<file path="config.mk">
export PLATFORM = sky130hd
export DESIGN_NAME = instr_fetch_decode_flat
export DESIGN_NICKNAME = d
export VERILOG_FILES = /design/src/rtl/instr_fetch_decode_if.sv /design/src/rtl/instr_fetch_decode.sv /design/src/flat_wrapper.sv
export SDC_FILE = /design/constraint.sdc
export NUM_CORES = 1
export LEC_CHECK = 0
export ABC_AREA = 1
export BUFFER_PORTS_ARGS = -buffer_cell sky130_fd_sc_hd__buf_2
export CAP_MARGIN = 30
export CORE_UTILIZATION = 31
export DETAILED_ROUTE_END_ITERATION = 8
export GPL_ROUTABILITY_DRIVEN = 0
export HOLD_SLACK_MARGIN = 0.06
export PLACE_DENSITY_LB_ADDON = 0.25
export SLEW_MARGIN = 10
export SYNTH_ARGS = -nofsm -noshare
export SYNTH_HDL_FRONTEND = slang
export SYNTH_SLANG_ARGS = --single-unit
</file>
<file path="constraint.sdc">
create_clock -name clock -period 2.8 [get_ports clock]
set_clock_uncertainty 0.2 [all_clocks]
set_input_delay 0.28 -clock clock [delete_from_list [all_inputs] [get_ports clock]]
set_output_delay 0.28 -clock clock [all_outputs]
set_load 0.01 [all_outputs]
</file>
<file path="src/rtl/instr_fetch_decode_if.sv">
// instr_fetch_decode_if: IRAM read port plus decoded-instruction handoff to execute.
interface instr_fetch_decode_if;
    logic [1:0] Control;
    logic [15:0] InstrAddr;
    logic [15:0] InstrIn;
    logic exec_ready;
    logic zero_flag;
    logic instr_valid;
    logic [3:0] opcode;
    logic [4:0] op_a;
    logic [4:0] op_b;
    logic [15:0] imm;
    logic [15:0] pc;
    logic halted;
    logic addr_err;
    modport master (
        output Control, InstrAddr, instr_valid, opcode, op_a, op_b, imm, pc, halted, addr_err,
        input InstrIn, exec_ready, zero_flag
    );
    modport slave (
        input Control, InstrAddr, instr_valid, opcode, op_a, op_b, imm, pc, halted, addr_err,
        output InstrIn, exec_ready, zero_flag
    );
endinterface

</file>
<file path="src/rtl/instr_fetch_decode.sv">
// instr_fetch_decode: fetches one- and two-word instructions from IRAM, resolves JMPZ locally
// and hands every other executable instruction to the execute stage with a valid/ready handshake.
module instr_fetch_decode #(
    parameter logic [15:0] START_ADDR = 16'd0,
    parameter logic [15:0] ADDR_LIMIT = 16'd64
) (
    input logic clock,
    input logic resetn,
    input logic start,
    instr_fetch_decode_if.master bus
);
    typedef enum logic [2:0] {IDLE, FETCH, WAIT, FETCH_IMM, WAIT_IMM, ISSUE, HALT} state_t;
    state_t state, next;
    logic [15:0] pc_r, imm_r, fa;
    logic [13:0] ir;
    logic [3:0] rd_op;
    logic halted_r, err_r, over, jmpz, rd, valid;
    // The immediate word sits right after its opcode word; the PC only moves on retirement.
    assign fa = (state == FETCH_IMM) ? pc_r + 16'd1 : pc_r;
    assign over = fa >= ADDR_LIMIT;
    assign jmpz = ir[13:10] == 4'd15;
    assign rd_op = bus.InstrIn[15:12];
    assign rd = (state == FETCH || state == FETCH_IMM) && !over;
    assign valid = state == ISSUE && !jmpz;
    always_ff @(posedge clock or negedge resetn)
        if (!resetn) state <= IDLE;
        else state <= next;
    always_comb begin
        next = state;
        case (state)
            IDLE: next = start ? FETCH : IDLE;
            FETCH: next = over ? HALT : WAIT;
            FETCH_IMM: next = over ? HALT : WAIT_IMM;
            WAIT: next = rd_op == 4'd0 ? FETCH : rd_op == 4'd1 ? HALT :
                         (rd_op == 4'd4 || rd_op == 4'd15) ? FETCH_IMM : ISSUE;
            WAIT_IMM: next = ISSUE;
            ISSUE: next = bus.exec_ready ? FETCH : ISSUE;
            default: next = HALT;
        endcase
    end
    always_ff @(posedge clock or negedge resetn) begin
        if (!resetn) begin
            pc_r <= START_ADDR;
            ir <= '0;
            imm_r <= '0;
            halted_r <= 1'b0;
            err_r <= 1'b0;
        end else begin
            if (state == IDLE && start) pc_r <= START_ADDR;
            if ((state == FETCH || state == FETCH_IMM) && over) err_r <= 1'b1;
            if (state == WAIT) begin
                ir <= bus.InstrIn[15:2];
                imm_r <= '0;
                if (rd_op == 4'd0) pc_r <= pc_r + 16'd1;
                if (rd_op == 4'd1) halted_r <= 1'b1;
            end
            if (state == WAIT_IMM) imm_r <= bus.InstrIn;
            // JMPZ waits for execute to drain so zero_flag reflects every older instruction.
            if (state == ISSUE && bus.exec_ready)
                pc_r <= jmpz ? (bus.zero_flag ? pc_r + 16'd2 : imm_r)
                             : pc_r + (ir[13:10] == 4'd4 ? 16'd2 : 16'd1);
        end
    end
    always_comb begin
        bus.Control = {1'b0, rd};
        bus.InstrAddr = rd ? fa : 16'd0;
        bus.instr_valid = valid;
        bus.opcode = ir[13:10];
        bus.op_a = ir[9:5];
        bus.op_b = ir[4:0];
        bus.imm = imm_r;
        bus.pc = valid ? pc_r : 16'd0;
        bus.halted = halted_r;
        bus.addr_err = err_r;
    end
endmodule

</file>
<file path="src/flat_wrapper.sv">
// flat-port wrapper written by rule: the top's interface ports become plain ports
module instr_fetch_decode_flat 
#(
    parameter logic [15:0] START_ADDR = 16'd0,
    parameter logic [15:0] ADDR_LIMIT = 16'd64
)
  (clock, resetn, start, bus_Control, bus_InstrAddr, bus_instr_valid, bus_opcode, bus_op_a, bus_op_b, bus_imm, bus_pc, bus_halted, bus_addr_err, bus_InstrIn, bus_exec_ready, bus_zero_flag);
  instr_fetch_decode_if bus_i ();
  input logic clock;
  input logic resetn;
  input logic start;
  output wire logic [$bits(bus_i.Control)-1:0] bus_Control;
  output wire logic [$bits(bus_i.InstrAddr)-1:0] bus_InstrAddr;
  output wire logic [$bits(bus_i.instr_valid)-1:0] bus_instr_valid;
  output wire logic [$bits(bus_i.opcode)-1:0] bus_opcode;
  output wire logic [$bits(bus_i.op_a)-1:0] bus_op_a;
  output wire logic [$bits(bus_i.op_b)-1:0] bus_op_b;
  output wire logic [$bits(bus_i.imm)-1:0] bus_imm;
  output wire logic [$bits(bus_i.pc)-1:0] bus_pc;
  output wire logic [$bits(bus_i.halted)-1:0] bus_halted;
  output wire logic [$bits(bus_i.addr_err)-1:0] bus_addr_err;
  input wire logic [$bits(bus_i.InstrIn)-1:0] bus_InstrIn;
  input wire logic [$bits(bus_i.exec_ready)-1:0] bus_exec_ready;
  input wire logic [$bits(bus_i.zero_flag)-1:0] bus_zero_flag;
  assign bus_Control = bus_i.Control;
  assign bus_InstrAddr = bus_i.InstrAddr;
  assign bus_instr_valid = bus_i.instr_valid;
  assign bus_opcode = bus_i.opcode;
  assign bus_op_a = bus_i.op_a;
  assign bus_op_b = bus_i.op_b;
  assign bus_imm = bus_i.imm;
  assign bus_pc = bus_i.pc;
  assign bus_halted = bus_i.halted;
  assign bus_addr_err = bus_i.addr_err;
  assign bus_i.InstrIn = bus_InstrIn;
  assign bus_i.exec_ready = bus_exec_ready;
  assign bus_i.zero_flag = bus_zero_flag;
  instr_fetch_decode #(.START_ADDR(START_ADDR), .ADDR_LIMIT(ADDR_LIMIT)) u_core (.clock(clock), .resetn(resetn), .start(start), .bus(bus_i));
endmodule
</file>
==> metrics.yaml <==
grt:
  global_route_wire_length_before_repair_um: 20000
  grt_start_max_net_pins: 36
  grt_antenna_before_repair: 0
  grt_overflow: 0
  first_global_vias: 3901
  grt_usage_pct: 20.0
die:
  row_count: 40
  die-area_um2: 12700
  chip_height_um: 113
  io_pins: 88
  die_width_um: 113
  initial_utilization_pct: 31.8
  floorplan.core_area_um2: 12000
power_and_ir_drop:
  leakage_nw: 2.44
  vdd.ir_drop.worst_mv: 0.250
  cell_internal_pwr_mw: 1.13
  power_frac_seq_pct: 48.6
  pwrdens_nw_per_um2: 323
  p_sw_share_pct: 27.0
  power.share.combinational_pct: 9.3
  power.net_switching_mw: 0.416
  power.clock.fraction_pct: 42.1
place:
  postPlaceCellArea_um2: 4350
  hpwl_um: 9470
  dp_cells: 777
  buffer_ports.inserted: 76
sta:
  timing.final.crit_period_ns: 2.78
  drv_slew: 0
  max_freq_ghz: 0.360
  report.final.setup_viol: 0
  maxSlewHeadroom_pct: 56.7
  tightestPinTransition_ns: 0.649
  rsz0062_at_grt: "true"
  report.final.hold_viol_count: 0
  final.setup.tns_ns: 0
  period_share_pct: 99.2
logic_synthesis:
  multiplexer_share_of_the_synthesized_area_pct: 0
  synth_compound_area_share_pct: 19.9
  syn_avg_cell_area_um2: 6.82
  synth_top_flop_cell: "dfrtp_1"
  async_flop_share_pct: 100
  synth-simple-area-share_pct: 28.5
  synth_seq_area_share_pct: 33.6
  largest_family_of_logic_cells_by_synthesized_area: "simple AND/OR/NAND/NOR gates"
  yosysWarnings: 0
  synthXorXnorAreaFrac_pct: 3.46
  synth.distinct_cells: 38
  syn-instance-count: 557
  synth.cell_area_um2: 3800
  synth_fa_ha_area_share_pct: 1.84
  synth_edf_count: 0
  ys_seq_elements: 51
clock_tree:
  number_of_buffers_added_by_the_clock_tree_synthesis_step: 5
  cts-htree-levels: 2
  cts_tree: "built"
  clockBufferDepth: 2
  worstSkewPairLatency_ns: 0.30
  clock_sinks: 51
  clk_transition_reported_paths_ns: 0.08
  clk_root_buffer_cell: "clkbuf_16"
run_status:
  status: "finished clean"
routing:
  drt_first_iter_violations: 280
  avgRoutedWirePerCell_um: 16.0
  drtPass1Iterations: 5
  drt-total-wl_um: 12800
  routed-via-count: 4155
  detail_route.vias_per_cell: 5.17
  postRouteAntennaNets: 0
  remaining_drc_errors: 0
setup_path:
  cpPeakStageDelay_ns: 0.38
  worstSetupPathType: "register to output port"
  critical_path_peak_fanout: 7
  cpMostUsedCell: "nand2_1"
  critPathRequiredTime_ns: 2.32
  cp_data_arrival_time_ns: 2.30
  worstPathCellList: "buf_6, ha_4, nand2_4, nor2_4, nand3_1, nand2_1, nand2_1, o21ai_1, nand2_1, nor2_2, nand4_4, nor2_1, buf_2"
  timing.critical_path.to_type: "output port"
  critPathSlowestCell: "dfrtp_1"
  setup.worst_path.start_class: "register"
final_layout:
  num-nets-final: 682
  stdcell_area_um2: 4780
  fill_cells: 1277
  area_delta_synth_final_pct: 25.9
  utilization_pct: 40.0
  n_antenna_cell: 0
  finish.cell_count_without_fillers: 804
  layout-drive-gt1-share_pct: 26.5
worst_hold_path:
  worst_hold_path_type: "input pin to register"
flow_run:
  timing.max_cap.violations: 0
-- stage by stage --
stage	power (mW)	hold slack, ns	setup WS (ns)
final	1.54	0.0618	0.0224
after global routing	1.61	0.0731	-0.0957
after CTS	1.55	0.0606	-0.0304
after global placement	0.893	0.152	0.129
after detailed placement	0.894	0.165	0.0702
after floorplan	0.847	-0.216	0.303
-- cells in the final DEF, fill, tap and decap left out, drive strengths merged --
master	Yosys	layout
a21o	1	1
a21oi	33	33
a221oi	1	1
a31oi	5	5
a32oi	2	2
buf	23	110
clkbuf	10	5
clkinv	2	4
conb	1	11
dfrtp	51	51
dlygate4sd3	0	5
fa	1	1
ha	4	4
inv	73	74
nand2	128	128
nand3	31	31
nand4	10	10
nor2	64	64
nor3	3	3
nor4	2	2
o211ai	7	7
o21a	2	2
o21ai	73	73
o221ai	1	1
o22ai	12	12
or2	2	2
xnor2	1	1
xor2	14	14
-- kinds of logic (layout without fill, tap and decap cells) --
| family | after synthesis | count (layout) |
|---|---|---|
| AND/OR/NAND/NOR | 240 | 240 |
| AO/OA/AOI/OAI | 137 | 137 |
| buffers and inverters | 108 | 198 |
| flip-flops | 51 | 51 |
| XOR/XNOR | 15 | 15 |
| adder cells (fa/ha/maj) | 5 | 5 |
| other | 1 | 11 |
-- synthesized netlist by cell type, types with 2 or more instances --
library cell | count | share of area, %
or2_2 | 2 | 0.33
xor2_1 | 14 | 3.2
nor2_2 | 7 | 1.2
a21oi_1 | 33 | 4.3
nor4_1 | 2 | 0.33
nand4_1 | 9 | 1.5
clkinv_1 | 2 | 0.20
nor3_1 | 3 | 0.40
o21ai_2 | 2 | 0.46
clkbuf_1 | 10 | 0.99
buf_4 | 16 | 3.2
nand2_1 | 120 | 12
ha_1 | 4 | 1.3
nand2_2 | 7 | 1.2
nand3_1 | 31 | 4.1
a32oi_1 | 2 | 0.46
a31oi_1 | 5 | 0.82
o21a_1 | 2 | 0.40
inv_2 | 2 | 0.20
nor2_1 | 52 | 5.1
o21ai_0 | 70 | 9.2
o22ai_1 | 12 | 2.0
inv_1 | 71 | 7.0
dfrtp_1 | 51 | 34
buf_2 | 6 | 0.79
nor2_4 | 4 | 1.2
o211ai_1 | 7 | 1.4
-- critical path: cells and delay by family (launching register included) --
| family | cells | cell delay (ns) |
|---|---|---|
| buf+inv | 2 | 0.28 |
| flops | 1 | 0.38 |
| fa+ha+maj | 1 | 0.14 |
| compound gates | 1 | 0.09 |
| simple gates | 9 | 1.10 |
-- repair_timing --
| item | 4_1_cts | 5_1_grt |
|---|---|---|
| cloned | 0 | 0 |
| endpoints found under the setup margin | 3 | 12 |
| resized for setup | 1 | 41 |
| buffers inserted | 0 | 14 |
| pin swaps | 0 | 10 |
| hold buffers | 5 | 0 |
| hold endpoints to repair | 29 | 0 |
-- path summary, 6_finish.rpt --
kind | end | from | slack, ns | cells after the start
worst max-delay path | bus_InstrAddr[3] | u_core.pc_r[1]$_DFF_PN0_ | 0.02 | 13
worst min-delay path | u_core.ir[9]$_DFFE_PN0P_ | bus_InstrIn[11] | 0.06 | 3
worst max register to register | u_core.pc_r[12]$_DFF_PN0_ | u_core.pc_r[1]$_DFF_PN0_ | 0.22 | 12
worst min register to register | u_core.bus.halted$_DFFE_PN0P_ | u_core.bus.halted$_DFFE_PN0P_ | 0.27 | 1
max in group asynchronous | u_core.ir[11]$_DFFE_PN0P_ | resetn | 1.38 | 3
min in group asynchronous | u_core.pc_r[15]$_DFF_PN0_ | resetn | 0.35 | 2
-- registers in the layout, indices dropped and copies added (netlist names) --
register	cells
u_core.bus.addr_err	1
u_core.pc_r	16
u_core.state	3
u_core.ir	14
u_core.bus.halted	1
u_core.bus.imm	16
-- area by class of cell --
class | count | area, um2 | share of cell area, %
clock buffer | 5 | 125 | 2.62
clock inverter | 3 | 22.5 | 0.471
inverter | 75 | 282 | 5.89
multi-input combinational | 408 | 2180 | 45.6
sequential | 51 | 1290 | 26.9
tap | 147 | 184 | 3.85
timing repair buffer | 115 | 703 | 14.7
-- power groups by stage --
stage / Combinational [mW] / Sequential [mW] / Clock (mW)
2_1_floorplan: 0.0865 / 0.761 / 0
3_3_place_gp: 0.129 / 0.764 / 0
3_5_place_dp: 0.130 / 0.764 / 0
4_1_cts: 0.135 / 0.749 / 0.670
5_1_grt: 0.162 / 0.750 / 0.696
6_report: 0.144 / 0.750 / 0.649
-- routing by layer --
| layer | global-route usage, % | vias to the layer above | wire length [um] |
|---|---|---|---|
| met1 | 27.5 | 1927 | 5490 |
| met3 | 3.00 | 30 | 1100 |
| met4 | 8.18 | 0 | 450 |
| met5 | 0 | - | 0 |
| li1 | - | 1998 | - |
| met2 | 31.6 | 200 | 5810 |
(Power assumes the default switching activity.)
